$ cat src/rtl/replace_num_ctrl_if.sv
// Bundles the controller's UART request, sample stream and replacement-memory
// signals. The master view belongs to the controller; the slave view is the environment.
interface replace_num_ctrl_if #(
  parameter int ADDR_WIDTH = 8,
  parameter int DATA_WIDTH = 16
);
  logic                             enable;
  logic                             wr_req_valid;
  logic                             wr_req_ready;
  logic [ADDR_WIDTH+DATA_WIDTH-1:0] wr_req_packet;
  logic                             s_valid;
  logic                             s_first;
  logic [DATA_WIDTH-1:0]            s_data;
  logic                             s_ready;
  logic                             m_valid;
  logic [DATA_WIDTH-1:0]            m_data;
  logic                             m_replaced;
  logic [15:0]                      replace_count;
  logic [ADDR_WIDTH+DATA_WIDTH-1:0] mem_wr_packet;
  logic                             mem_wr_en;
  logic [ADDR_WIDTH-1:0]            mem_rd_addr;
  logic                             mem_rd_en;
  logic [DATA_WIDTH-1:0]            mem_data_in;
  logic                             mem_valid_in;

  modport master (
    input  enable, wr_req_valid, wr_req_packet, s_valid, s_first, s_data,
           mem_data_in, mem_valid_in,
    output wr_req_ready, s_ready, m_valid, m_data, m_replaced, replace_count,
           mem_wr_packet, mem_wr_en, mem_rd_addr, mem_rd_en
  );

  modport slave (
    output enable, wr_req_valid, wr_req_packet, s_valid, s_first, s_data,
           mem_data_in, mem_valid_in,
    input  wr_req_ready, s_ready, m_valid, m_data, m_replaced, replace_count,
           mem_wr_packet, mem_wr_en, mem_rd_addr, mem_rd_en
  );
endinterface

$ cat src/rtl/replace_num_ctrl.sv
// Replacement-number sequencer: per-sample memory lookups with substitution, plus
// UART writes scheduled only into slots that do not collide with the memory's post-read clear.
module replace_num_ctrl #(
  parameter int ADDR_WIDTH = 8,
  parameter int DATA_WIDTH = 16,
  parameter int MAX_WAIT   = 8
) (
  input logic                clk,
  input logic                rst,
  replace_num_ctrl_if.master bus
);
  localparam int PKT_WIDTH  = ADDR_WIDTH + DATA_WIDTH;
  localparam int WAIT_WIDTH = $clog2(MAX_WAIT + 1);
  localparam logic [WAIT_WIDTH-1:0] WAIT_LAST = WAIT_WIDTH'(MAX_WAIT - 2);

  typedef enum logic [1:0] {
    IDLE    = 2'd0,
    PENDING = 2'd1,
    STALL   = 2'd2
  } state_t;

  state_t                  state_reg, state_next;
  logic [PKT_WIDTH-1:0]    pkt_reg, pkt_next;
  logic [WAIT_WIDTH-1:0]   wait_reg, wait_next;
  logic                    rd_prev_reg;
  logic                    wr_fire;
  logic                    req_open;
  logic                    stream_open;

  logic [ADDR_WIDTH-1:0]   idx_reg;
  logic [ADDR_WIDTH-1:0]   idx_eff;
  logic                    accept;
  logic                    rd_fire;

  logic                    st_valid_reg;
  logic                    st_enable_reg;
  logic [DATA_WIDTH-1:0]   st_data_reg;
  logic                    hit;

  logic                    m_valid_reg;
  logic                    m_replaced_reg;
  logic [DATA_WIDTH-1:0]   m_data_reg;
  logic [15:0]             count_reg;

  // ---------------- write scheduling FSM ----------------
  always_ff @(posedge clk or posedge rst) begin
    if (rst) begin
      state_reg   <= IDLE;
      pkt_reg     <= '0;
      wait_reg    <= '0;
      rd_prev_reg <= 1'b0;
    end else begin
      state_reg   <= state_next;
      pkt_reg     <= pkt_next;
      wait_reg    <= wait_next;
      rd_prev_reg <= rd_fire;
    end
  end

  // A write may only fire when no read happened last cycle, since that slot
  // belongs to the memory's clear of the entry just read.
  always_comb begin
    state_next  = state_reg;
    pkt_next    = pkt_reg;
    wait_next   = wait_reg;
    wr_fire     = 1'b0;
    req_open    = 1'b0;
    stream_open = 1'b1;
    case (state_reg)
      IDLE: begin
        req_open = 1'b1;
        if (bus.wr_req_valid) begin
          pkt_next   = bus.wr_req_packet;
          wait_next  = '0;
          state_next = PENDING;
        end
      end
      PENDING: begin
        if (!rd_prev_reg) begin
          wr_fire    = 1'b1;
          state_next = IDLE;
        end else begin
          wait_next = wait_reg + WAIT_WIDTH'(1);
          if (wait_reg == WAIT_LAST) begin
            state_next = STALL;
          end
        end
      end
      STALL: begin
        // Blocking the stream for one cycle guarantees a read-free slot next cycle.
        stream_open = 1'b0;
        state_next  = PENDING;
      end
      default: begin
        state_next = IDLE;
      end
    endcase
  end

  // ---------------- index and lookup ----------------
  assign accept  = bus.s_valid && stream_open && !rst;
  assign idx_eff = bus.s_first ? '0 : idx_reg;
  assign rd_fire = accept && bus.enable;

  always_ff @(posedge clk or posedge rst) begin
    if (rst) begin
      idx_reg <= '0;
    end else if (accept) begin
      idx_reg <= idx_eff + ADDR_WIDTH'(1);
    end
  end

  // ---------------- stage 1 and output stage ----------------
  always_ff @(posedge clk or posedge rst) begin
    if (rst) begin
      st_valid_reg  <= 1'b0;
      st_enable_reg <= 1'b0;
      st_data_reg   <= '0;
    end else begin
      st_valid_reg  <= accept;
      st_enable_reg <= bus.enable;
      st_data_reg   <= bus.s_data;
    end
  end

  assign hit = st_valid_reg && st_enable_reg && bus.mem_valid_in;

  always_ff @(posedge clk or posedge rst) begin
    if (rst) begin
      m_valid_reg    <= 1'b0;
      m_replaced_reg <= 1'b0;
      m_data_reg     <= '0;
      count_reg      <= '0;
    end else begin
      m_valid_reg <= st_valid_reg;
      if (hit) begin
        m_data_reg     <= bus.mem_data_in;
        m_replaced_reg <= 1'b1;
        if (count_reg != 16'hFFFF) begin
          count_reg <= count_reg + 16'd1;
        end
      end else begin
        m_data_reg     <= st_data_reg;
        m_replaced_reg <= 1'b0;
      end
    end
  end

  // ---------------- outputs ----------------
  assign bus.wr_req_ready  = req_open && !rst;
  assign bus.s_ready       = stream_open && !rst;
  assign bus.m_valid       = m_valid_reg;
  assign bus.m_data        = m_data_reg;
  assign bus.m_replaced    = m_replaced_reg;
  assign bus.replace_count = count_reg;
  assign bus.mem_wr_packet = pkt_reg;
  assign bus.mem_wr_en     = wr_fire;
  assign bus.mem_rd_addr   = idx_eff;
  assign bus.mem_rd_en     = rd_fire;
endmodule
$ cat src/flat_wrapper.sv
// flat-port wrapper written by rule: the top's interface ports become plain ports
module replace_num_ctrl_flat 
#(
  parameter int ADDR_WIDTH = 8,
  parameter int DATA_WIDTH = 16,
  parameter int MAX_WAIT   = 8
)
  (clk, rst, bus_enable, bus_wr_req_valid, bus_wr_req_packet, bus_s_valid, bus_s_first, bus_s_data, bus_mem_data_in, bus_mem_valid_in, bus_wr_req_ready, bus_s_ready, bus_m_valid, bus_m_data, bus_m_replaced, bus_replace_count, bus_mem_wr_packet, bus_mem_wr_en, bus_mem_rd_addr, bus_mem_rd_en);
  replace_num_ctrl_if #(.ADDR_WIDTH(ADDR_WIDTH), .DATA_WIDTH(DATA_WIDTH)) bus_i ();
  input logic clk;
  input logic rst;
  input wire logic [$bits(bus_i.enable)-1:0] bus_enable;
  input wire logic [$bits(bus_i.wr_req_valid)-1:0] bus_wr_req_valid;
  input wire logic [$bits(bus_i.wr_req_packet)-1:0] bus_wr_req_packet;
  input wire logic [$bits(bus_i.s_valid)-1:0] bus_s_valid;
  input wire logic [$bits(bus_i.s_first)-1:0] bus_s_first;
  input wire logic [$bits(bus_i.s_data)-1:0] bus_s_data;
  input wire logic [$bits(bus_i.mem_data_in)-1:0] bus_mem_data_in;
  input wire logic [$bits(bus_i.mem_valid_in)-1:0] bus_mem_valid_in;
  output wire logic [$bits(bus_i.wr_req_ready)-1:0] bus_wr_req_ready;
  output wire logic [$bits(bus_i.s_ready)-1:0] bus_s_ready;
  output wire logic [$bits(bus_i.m_valid)-1:0] bus_m_valid;
  output wire logic [$bits(bus_i.m_data)-1:0] bus_m_data;
  output wire logic [$bits(bus_i.m_replaced)-1:0] bus_m_replaced;
  output wire logic [$bits(bus_i.replace_count)-1:0] bus_replace_count;
  output wire logic [$bits(bus_i.mem_wr_packet)-1:0] bus_mem_wr_packet;
  output wire logic [$bits(bus_i.mem_wr_en)-1:0] bus_mem_wr_en;
  output wire logic [$bits(bus_i.mem_rd_addr)-1:0] bus_mem_rd_addr;
  output wire logic [$bits(bus_i.mem_rd_en)-1:0] bus_mem_rd_en;
  assign bus_i.enable = bus_enable;
  assign bus_i.wr_req_valid = bus_wr_req_valid;
  assign bus_i.wr_req_packet = bus_wr_req_packet;
  assign bus_i.s_valid = bus_s_valid;
  assign bus_i.s_first = bus_s_first;
  assign bus_i.s_data = bus_s_data;
  assign bus_i.mem_data_in = bus_mem_data_in;
  assign bus_i.mem_valid_in = bus_mem_valid_in;
  assign bus_wr_req_ready = bus_i.wr_req_ready;
  assign bus_s_ready = bus_i.s_ready;
  assign bus_m_valid = bus_i.m_valid;
  assign bus_m_data = bus_i.m_data;
  assign bus_m_replaced = bus_i.m_replaced;
  assign bus_replace_count = bus_i.replace_count;
  assign bus_mem_wr_packet = bus_i.mem_wr_packet;
  assign bus_mem_wr_en = bus_i.mem_wr_en;
  assign bus_mem_rd_addr = bus_i.mem_rd_addr;
  assign bus_mem_rd_en = bus_i.mem_rd_en;
  replace_num_ctrl #(.ADDR_WIDTH(ADDR_WIDTH), .DATA_WIDTH(DATA_WIDTH), .MAX_WAIT(MAX_WAIT)) u_core (.clk(clk), .rst(rst), .bus(bus_i));
endmodule
$ cat config.mk
export PLATFORM = sky130hd
export DESIGN_NAME = replace_num_ctrl_flat
export DESIGN_NICKNAME = d
export VERILOG_FILES = /design/src/rtl/replace_num_ctrl_if.sv /design/src/rtl/replace_num_ctrl.sv /design/src/flat_wrapper.sv
export SDC_FILE = /design/constraint.sdc
export NUM_CORES = 1
export LEC_CHECK = 0
export CORE_ASPECT_RATIO = 1.1
export CORE_MARGIN = 2
export CORE_UTILIZATION = 35
export DETAILED_ROUTE_END_ITERATION = 8
export DONT_BUFFER_PORTS = 1
export GPL_ROUTABILITY_DRIVEN = 0
export PLACE_DENSITY = 0.58
export SLEW_MARGIN = 10
export SYNTH_ARGS = -nofsm -noshare
export SYNTH_HDL_FRONTEND = slang
export SYNTH_SLANG_ARGS = --single-unit
$ cat constraint.sdc
create_clock -name clk -period 3 [get_ports clk]
set_clock_uncertainty 0.1 [all_clocks]
set_input_delay 0.3 -clock clk [delete_from_list [all_inputs] [get_ports clk]]
set_output_delay 0.3 -clock clk [all_outputs]
set_load 0.05 [all_outputs]
==> results.txt <==
----------------------------------------------------
[Run status]
  Status ... complete, no violations

[Logic synthesis]
  Post-synthesis async set-or-reset flop share ... 100%
  Biggest area consumer among synthesized cells ... dfrtp_1
  Gate Count Post-Synth ... 301
  Largest cells by area after synthesis ... dfrtp_1 (62%), nand2_1 (6.3%), mux2_1 (5.6%), xor2_1 (3.1%), mux2_2 (2.5%)
  Number of unique standard cell types used by synthesis ... 49
  Number of flops mapped to enable cells by yosys ... 0
  Total standard cell area after synthesis ... 3650 um2
  Fraction of synthesized cell area taken by the top area cell type ... 62.5%
  Average cell area after synthesis ... 12.1 um2
  Synth Flop Type ... dfrtp_1
  Seq/Total Area, Yosys ... 62.5%
  Synth Warn # ... 0
  Number of synthesized register bits ... 91
  Post-synth net total ... 368

[STA]
  Final hold violation count ... 0
  Number of failing setup endpoints in the final timing report ... 0
  Final critical delay including setup and external delays ... 2180 ps
  Achievable frequency ... 458 MHz
  Max-Slew Margin vs Limit ... 37.2%
  Final setup margin ... 819 ps
  Unrepaired setup endpoints after global routing ... no
  Setup total negative slack ... 0 ps
  Number of slew-limit violations in the final report ... 0
  Transition time at the pin with the least slew margin ... 940 ps
  Part of the cycle the worst path needs ... 72.7%

[Place]
  Post-placement worst setup slack ... 858 ps
  HPWL after detailed placement ... 4940 um
  Number of buffers inserted by port buffering ... 0

[Critical path]
  Origin of the worst setup path ... u_core.state_reg[0]$_DFFE_PP0P_
  Longest individual stage delay on the worst path ... 510 ps
  CP startpoint kind ... flop
  Reg2Reg Launch Point ... u_core.bus.replace_count[1]$_DFFE_PP0P_
  Cell type of the slowest stage on the worst timing path ... and3_1
  RR Endpoint ... u_core.bus.replace_count[15]$_DFFE_PP0P_
  Path type of the worst setup path ... reg2out
  Kind of end point of the critical path ... primary output
  Arrival time reported for the critical path endpoint ... 1780 ps
  R2R setup slack ... 830 ps
  Cell-by-cell trace of the critical path ... inv_1, a21oi_1, buf_4, and3_1
  Last element of the critical path ... bus_mem_rd_en
  Depth of the worst register-to-register path ... 5
  Maximum fanout encountered on the critical timing path ... 9
  Worst path required time ... 2600 ps

[CTS]
  Clock tree buffer depth ... 2
  Inserted Clock Buffers ... 9
  Clk sink count ... 91
  Clock root buffer ... clkbuf_16
  Count of H-tree levels built during CTS ... 3
  CTS tree ... yes
  Quantity of gates resized following cts ... 0
  CTS hold repair buffers ... 56
  Clock network latency to the later pin of the worst-skew pair ... 340 ps
  Total setup buffers inserted after CTS ... 0
  Worst-path clk slew ... 60 ps

[Power and ir drop]
  Combinational share of power ... 12.2%
  Internal power of the cells ... 2.36 mW
  IR drop worst, VDD ... 0.365 mV
  Seq pwr share ... 58.4%
  Net switching power of the design ... 1.57 mW
  Clk pwr share ... 29.4%
  PwrDens ... 832 nW/um2
  Leak pwr ... 2.20 nW
  Sw Ratio ... 40.0%

[Job]
  Count of max-cap constraint violations ... 0

[Cells and area]
  Post-layout nets ... 438
  Multi-input gate area in the final layout ... 1280 um2
  Most common cell after layout, fill and taps aside ... dfrtp_1
  Sequential cell area ... 2280 um2
  Area growth from synthesis to final layout ... 29.4%
  Share of post-route cells with drive strength above 1 ... 13.3%
  Max reg flops ... 24
  Diode insertion count for antenna repair ... 0
  Fillers ... 934
  Highest-count cells in the layout ignoring fill and taps ... dfrtp_1 (91), nand2_1 (61), dlygate4sd3_1 (57), mux2_1 (18)

[Floorplan]
  Area of the core ... 10200 um2
  Initial core utilization ... 35.6%
  Standard-cell row count ... 39
  Die area ... 11300 um2
  Num ports ... 133
  Die span in y ... 111 um
  Chip width ... 101 um

[Worst hold path]
  Path category of the worst min-delay check ... in2reg

[Global route]
  All-Layer GR Usage ... 14.7%
  Number of global-route vias before repair ... 2473
  Total grt overflow ... 0
  Largest net degree at the start of global routing ... 68
  Initial antenna violation count ... 0
  First-pass GRT wire length ... 12600 um

[Routing]
  Detail-routed net length per standard cell ... 15.3 um
  First drt pass iteration count ... 6
  Residual DRC count ... 0
  Antenna-violating nets left ... 0
  Drt first-iter violations ... 132
  Vias after detailed routing ... 2432
  Wirelength, routed ... 7650 um
  Via-per-instance ratio ... 4.87

----------------------------------------------------
## worst max-delay path, delay by kind of cell (launching register included)
kind	cells	cell delay (ps)
compound gates	1	130
flops	1	480
buf+inv	2	320
simple gates	1	510
## layer usage
| layer | share of wire [%] | GRT usage (%) | wire length [um] | vias to the layer above |
|---|---|---|---|---|
| met1 | 40 | 17.8 | 3020 | 1183 |
| met4 | 2.4 | 7.03 | 187 | 0 |
| li1 | - | - | - | 1161 |
| met5 | 0 | 0 | 0 | - |
| met2 | 52 | 23.5 | 4000 | 74 |
| met3 | 5.7 | 4.79 | 432 | 14 |
## final cells by class
type                    instances  share of cell area [%]
clock buffers                  10                    5.06
flip-flops and latches         91                    48.3
repair buffers                 69                    14.0
well taps                     123                    3.26
inverters                       8                   0.716
clock inverters                 6                    1.48
multi-input cells             192                    27.2
## power groups by stage
stage | combinational (mW) | sequential, mW | clock [mW]
3_3_place_gp | 0.401 | 2.31 | 0
5_1_grt | 0.534 | 2.32 | 1.26
2_1_floorplan | 0.367 | 2.25 | 0
4_1_cts | 0.485 | 2.30 | 1.19
6_report | 0.477 | 2.29 | 1.16
3_5_place_dp | 0.424 | 2.32 | 0
## synth_stat cells (all sizes together) (3+ instances only)
master	instances
nor2	10
inv	8
xor2	13
nand2	61
mux2	27
nand3	7
dfrtp	91
buf	7
nor3	7
clkbuf	3
nor2b	5
nor4	3
o21ai	13
ha	4
and3	4
nand4	6
and2b	3
## worst min path at each step
stage | depth (start not counted) | startpoint | endpoint
2_1_floorplan | 0 | bus_s_data[0] | u_core.st_data_reg[0]$_DFF_PP0_
3_3_place_gp | 1 | rst | u_core.bus.mem_wr_packet[18]$_DFFE_PP0P_
3_5_place_dp | 1 | rst | u_core.bus.mem_wr_packet[18]$_DFFE_PP0P_
4_1_cts | 1 | bus_wr_req_packet[19] | u_core.bus.mem_wr_packet[19]$_DFFE_PP0P_
5_1_grt | 1 | bus_wr_req_packet[21] | u_core.bus.mem_wr_packet[21]$_DFFE_PP0P_
6_report | 1 | bus_wr_req_packet[21] | u_core.bus.mem_wr_packet[21]$_DFFE_PP0P_
## through the flow
stage	instance area [um2]	hold slack, ps	cells	power (mW)	util [%]
final	4720	16.5	499	3.92	46.1
after global routing	4720	1.03	499	4.12	46.1
after CTS	4710	1.03	498	3.97	46.0
after detailed placement	3840	166	426	2.75	37.5
after global placement	3840	156	426	2.71	37.5
after floorplan	3650	231	301	2.62	-
## kinds of logic (layout without fill, tap and decap cells)
family,count (synthesis),count (layout),synth area share [%]
and+or+nand+nor,119,119,17.0
DFF,91,91,62.5
muxes,29,29,8.99
AOI/OAI and AO/OA,26,26,4.56
buffers and inverters,18,93,2.30
xor gates and xnor gates,14,14,3.36
adders and majority gates,4,4,1.37
(Power assumes the default switching activity.)
